### config.mk
export PLATFORM = sky130hd
export DESIGN_NAME = keypad_entry_peripheral
export DESIGN_NICKNAME = d
export VERILOG_FILES = /design/src/rtl/keypad_entry_peripheral.sv
export SDC_FILE = /design/constraint.sdc
export NUM_CORES = 1
export LEC_CHECK = 0
export ABC_AREA = 1
export ABC_CLOCK_PERIOD_IN_PS = 3160
export CAP_MARGIN = 20
export CORE_MARGIN = 2
export CORE_UTILIZATION = 45
export DETAILED_ROUTE_END_ITERATION = 6
export PLACE_DENSITY = 0.61
export SYNTH_ARGS = -nofsm -noshare
export SYNTH_HDL_FRONTEND = slang
export SYNTH_SLANG_ARGS = --single-unit
### constraint.sdc
create_clock -name clk -period 3.16 [get_ports clk]
set_input_delay 0.474 -clock clk [delete_from_list [all_inputs] [get_ports clk]]
set_output_delay 0.474 -clock clk [all_outputs]
set_load 0.005 [all_outputs]
### src/rtl/keypad_entry_peripheral.sv
// Keypad number-entry peripheral: debounces four keys and builds a signed decimal value digit by digit.
// The value is latched into a CPU data register on enter, with a valid/ack handshake and a sticky overrun flag.
module keypad_entry_peripheral #(
   parameter int DEBOUNCE_CYCLES = 50000,
   parameter int MAX_DIGITS      = 9
) (
   input  logic               clk,
   input  logic               rstn,
   input  logic [3:0]         sw_digit,
   input  logic               key_digit_n,
   input  logic               key_neg_n,
   input  logic               key_clr_n,
   input  logic               key_enter_n,
   input  logic               rd_ack,
   output logic signed [31:0] entry,
   output logic signed [31:0] data,
   output logic               data_valid,
   output logic               overrun,
   output logic [3:0]         digit_count
);

   localparam int CW = $clog2(DEBOUNCE_CYCLES + 1);
   localparam logic [CW-1:0] CNT_LAST = CW'(DEBOUNCE_CYCLES - 1);
   localparam int K_DIGIT = 0;
   localparam int K_NEG   = 1;
   localparam int K_CLR   = 2;
   localparam int K_ENTER = 3;

   function automatic logic signed [31:0] apply_sign(input logic [31:0] m, input logic s);
      return s ? -$signed(m) : $signed(m);
   endfunction

   logic [3:0]    key_n;
   logic [3:0]    sync_p0, sync_p1, deb_p2, deb_dly_p2, press_p3;
   logic [CW-1:0] cnt_p2 [4];
   logic [31:0]   mag;
   logic          sign;
   logic [3:0]    count;
   logic          digit_ok;
   logic [31:0]   mag_next;

   assign key_n = {key_enter_n, key_clr_n, key_neg_n, key_digit_n};

   // p0/p1: synchronizer, p2: debounce, p3: registered press events
   always_ff @(posedge clk or negedge rstn) begin
      if (!rstn) begin
         sync_p0    <= '1;
         sync_p1    <= '1;
         deb_p2     <= '1;
         deb_dly_p2 <= '1;
         press_p3   <= '0;
         for (int i = 0; i < 4; i++) cnt_p2[i] <= '0;
      end else begin
         sync_p0    <= key_n;
         sync_p1    <= sync_p0;
         deb_dly_p2 <= deb_p2;
         press_p3   <= deb_dly_p2 & ~deb_p2;
         for (int i = 0; i < 4; i++) begin
            if (sync_p1[i] != deb_p2[i]) begin
               if (cnt_p2[i] == CNT_LAST) begin
                  deb_p2[i] <= sync_p1[i];
                  cnt_p2[i] <= '0;
               end else begin
                  cnt_p2[i] <= cnt_p2[i] + 1'b1;
               end
            end else begin
               cnt_p2[i] <= '0;
            end
         end
      end
   end

   assign digit_ok = (sw_digit <= 4'd9) && (count < 4'(MAX_DIGITS));
   assign mag_next = mag * 32'd10 + {28'd0, sw_digit};

   // Only the highest-priority event in a cycle acts: clr > enter > neg > digit
   always_ff @(posedge clk or negedge rstn) begin
      if (!rstn) begin
         mag   <= '0;
         sign  <= 1'b0;
         count <= '0;
      end else if (press_p3[K_CLR] || press_p3[K_ENTER]) begin
         mag   <= '0;
         sign  <= 1'b0;
         count <= '0;
      end else if (press_p3[K_NEG]) begin
         sign <= ~sign;
      end else if (press_p3[K_DIGIT] && digit_ok) begin
         mag   <= mag_next;
         count <= count + 4'd1;
      end
   end

   // An enter in the same cycle as rd_ack keeps the new data valid
   always_ff @(posedge clk or negedge rstn) begin
      if (!rstn) begin
         data       <= '0;
         data_valid <= 1'b0;
         overrun    <= 1'b0;
      end else if (press_p3[K_ENTER] && !press_p3[K_CLR]) begin
         data       <= entry;
         data_valid <= 1'b1;
         if (rd_ack)
            overrun <= 1'b0;
         else if (data_valid)
            overrun <= 1'b1;
      end else if (rd_ack) begin
         data_valid <= 1'b0;
         overrun    <= 1'b0;
      end
   end

   assign entry       = apply_sign(mag, sign);
   assign digit_count = count;

endmodule
==> reports/results.tsv <==
stage	metric	value	unit
route	drt_first_pass_iters	5	
power	power.density	320	mW/mm^2
critical_path	timing.rr.end	mag[28]	
floorplan	core	0.0227	mm^2
global_routing	grt.total_usage	22.6	%
power	max-vdd-ir-drop	241	uV
route	wl	27100	um
outcome	failed_checks	setup timing	
placed_design	dp_hpwl	20500	um
yosys	synth_cell_types	52	
cts	cts.sinks	155	
placed_design	dpl_cell_area	0.0117	mm^2
yosys	yosys-top-cells-area	dfrtp_1 (33%), nand2_1 (15%), ha_1 (7.8%)	
cells_and_area	area_growth	24.2	%
yosys	syn_nets	1508	
critical_path	rrSetupSlack	0.08	ns
placed_design	io_buffers	80	
critical_path	critical_path_arrival	2.73	ns
timing	fmax	0.312	GHz
cells_and_area	final_layout_size_suffix_gt1_share	16.6	%
global_routing	grt_pass1_vias	9115	
timing	period_needed	3.21	ns
cts	cts_buffers	17	
power	swShare	25.3	%
yosys	yosysTopAreaCell	dfrtp_1	
critical_path	rr_startpoint	mag[3]	
route	drtAntennaViolNets	0	
yosys	synth_edf_count	0	
floorplan	die_w	156	um
route	drc	0	
floorplan	ioPinCount	81	
placed_design	place_ws	0.0909	ns
route	vias	9474	
cts	clock_latency	0.43	ns
yosys	synth_area	0.0104	mm^2
cells_and_area	fillCellCount	2167	
cells_and_area	finalInstanceArea	0.0130	mm^2
yosys	synth_seq_cells	155	
global_routing	antenna_found_initial	0	
cells_and_area	nets	1661	
cts	htreeDepth	4	
cts	clockBufferDepth	2	
critical_path	cp-start-kind	flip-flop	
route	via_per_inst	5.04	
critical_path	crit_type	reg -> out	
timing	rsz0062_at_grt	yes	
power	power_switching	1.05	mW
yosys	yosysWarnings	0	
yosys	async_flop_share	100	%
critical_path	end_kind	output pin	
outcome	status	finished with violations	
global_routing	grt_max_degree	68	
yosys	synthCells	1430	
yosys	synth_top_area_share	33.3	%
power	p_int	3.10	mW
power	seqPwrFrac	48.5	%
timing	clock_skew	0.0148	ns
timing	slew-limit-headroom	56.0	%
run	maxCapViolCount	0	
floorplan	rows	55	
cts	cts_root_buffer	clkbuf_16	
hold_path	min_path_type	in -> async	
yosys	ys_seq_area_share	37.3	%
route	first_iter_violations	534	
timing	finalSetupTns	-0.0462	ns
timing	drv_slew	0	
critical_path	worst-path-max-fanout	2	
critical_path	ff2ff_path_depth	16	
timing	setup_viol	1	
yosys	synthFlopType	dfrtp_1	
cells_and_area	multi_input_area	0.00600	mm^2
floorplan	start_util	46.0	%
floorplan	dieArea	0.0244	mm^2
global_routing	grt-ovfl-total	0	
cells_and_area	n_antenna_cell	0	
timing	period_share	101	%
cts	cts_tree	done	
timing	worst_pin_slew	0.661	ns
power	p_clk_share	49.0	%
global_routing	grt_pass1_wl	44300	um
cells_and_area	regArea	0.00391	mm^2
power	power_frac_comb	2.5	%
timing	fin_ws	-0.0462	ns
floorplan	die_h	156	um
cts	clk_pin_slew	0.07	ns
cells_and_area	finish.utilization	57.1	%
route	wl_per_cell	14.4	um
power	leakage	6.77	nW
timing	finalHoldViolations	0	
yosys	syn_area_per_cell	7.30	um^2
critical_path	cp_data_required_time	2.69	ns
placed_design	gp_congestion	0.889	
[cells in the mapped netlist, types with 3 or more instances]
cell      count
a21oi_1      52
a32o_1        3
and2_1        3
and3_1        5
clkbuf_1     12
clkinv_1      5
dfrtp_1     139
dfstp_2      16
ha_1         65
inv_1       184
inv_2        14
mux2_2        4
nand2_1     423
nand2_2      29
nand3_1      90
nand3_2       8
nand3b_1      6
nand4_1      20
nor2_1      135
nor2_2       19
nor2_4        6
nor3_1       19
nor3b_1      12
nor4_1       11
o21ai_0      46
o21ai_1       9
o21bai_1      3
o22ai_1       5
xnor2_1      12
xor2_1       46
[worst max-delay path by stage]
| stage | startpoint | end | slack, ns |
|---|---|---|---|
| after CTS | mag[0] | entry[26] | -0.06 |
| after detailed placement | mag[3] | mag[28] | 0.09 |
| after floorplan | mag[1] | mag[26] | 0.26 |
| final | mag[1] | entry[20] | -0.05 |
| after global placement | sw_digit[1] | mag[31] | 0.14 |
| after global routing | mag[0] | entry[20] | -0.19 |
[registers in the layout (all words and copies together), names as in the netlist]
register,flops
deb_p2,4
deb_dly_p2,4
overrun,1
sync_p1,4
digit_count,4
press_p3,4
data,32
cnt_p2,64
data_valid,1
mag,32
sign,1
sync_p0,4
[power by group through the flow]
stage	registers, mW	clock network [mW]	logic (mW)
after floorplan	2.05	0	0.0384
after global placement	2.05	0	0.108
after detailed placement	2.05	0	0.108
after CTS	2.02	2.09	0.109
after global routing	2.02	2.17	0.124
final	2.02	2.03	0.104
[cell usage in the layout, fill, tap and decap left out, drive strengths merged, types with 2 or more instances in the layout]
cell type,netlist,final
nor3,21,21
nand3,99,99
xor2,46,46
a31oi,2,2
o21ai,55,55
nor4,11,11
nand2,452,452
nand4,21,21
fa,2,2
a21oi,54,54
xnor2,13,13
mux2,4,4
clkdlybuf4s50,0,60
o22ai,5,5
o32ai,2,2
nand3b,6,6
clkbuf,13,20
a32o,3,3
and3,6,6
clkinvlp,0,2
buf,4,74
nor3b,12,12
dfrtp,139,139
clkinv,5,10
o31ai,2,2
and2,4,4
dfstp,16,16
o21bai,3,3
dlymetal6s2s,0,9
nor2,160,160
ha,65,65
dlygate4sd2,0,4
inv,198,206
[what timing repair did]
| item | CTS | global route |
|---|---|---|
| buffers inserted | 22 | 21 |
| hold buffers | 0 | 0 |
| gates resized for setup | 27 | 73 |
| pin swaps | 6 | 33 |
| endpoints found under the setup margin | 16 | 38 |
[logic make-up after synthesis]
group | after synthesis | synth area share [%]
AOI/OAI and AO/OA | 131 | 6.93
xor gates and xnor gates | 59 | 5.02
adders and majority gates | 67 | 8.17
buffers and inverters | 220 | 8.14
DFF | 155 | 37.3
muxes | 4 | 0.431
and+or+nand+nor | 794 | 34.0
[cell type report]
| cell class | count | area share (%) |
|---|---|---|
| multi-input combinational | 1055 | 46.3 |
| timing repair buffer | 151 | 10.4 |
| clock inverter | 15 | 1.30 |
| sequential | 155 | 30.1 |
| clock buffer | 17 | 3.28 |
| tap | 285 | 2.75 |
| inverter | 203 | 5.87 |
[routing by layer]
metal	GRT usage (%)	part of all wire (%)	wire (um)	up-vias
li1	-	-	-	4874
met1	29.6	47	12600	4416
met2	39.0	48	13000	151
met3	4.49	3.5	949	33
met4	4.76	1.7	455	0
met5	0	0	0	-
[worst max-delay path, stage by stage (launching register included)]
cell and delay, ns:
dfrtp_1 0.38, inv_1 0.08, ha_2 0.17, nand4_1 0.15, nor3_2 0.27, nand3_2 0.14
nand3b_1 0.23, nand2_1 0.15, xor2_2 0.19, clkdlybuf4s50_1 0.53
[stage by stage]
stage               instances  hold slack [ns]  power [mW]
detailed placement       1806            0.347        2.16
global route             1881           0.0625        4.31
finish                   1881           0.0149        4.15
floorplan                1430            0.178        2.09
global placement         1806            0.346        2.16
CTS                      1860           0.0454        4.22
Power figures use the tool's default switching activity.
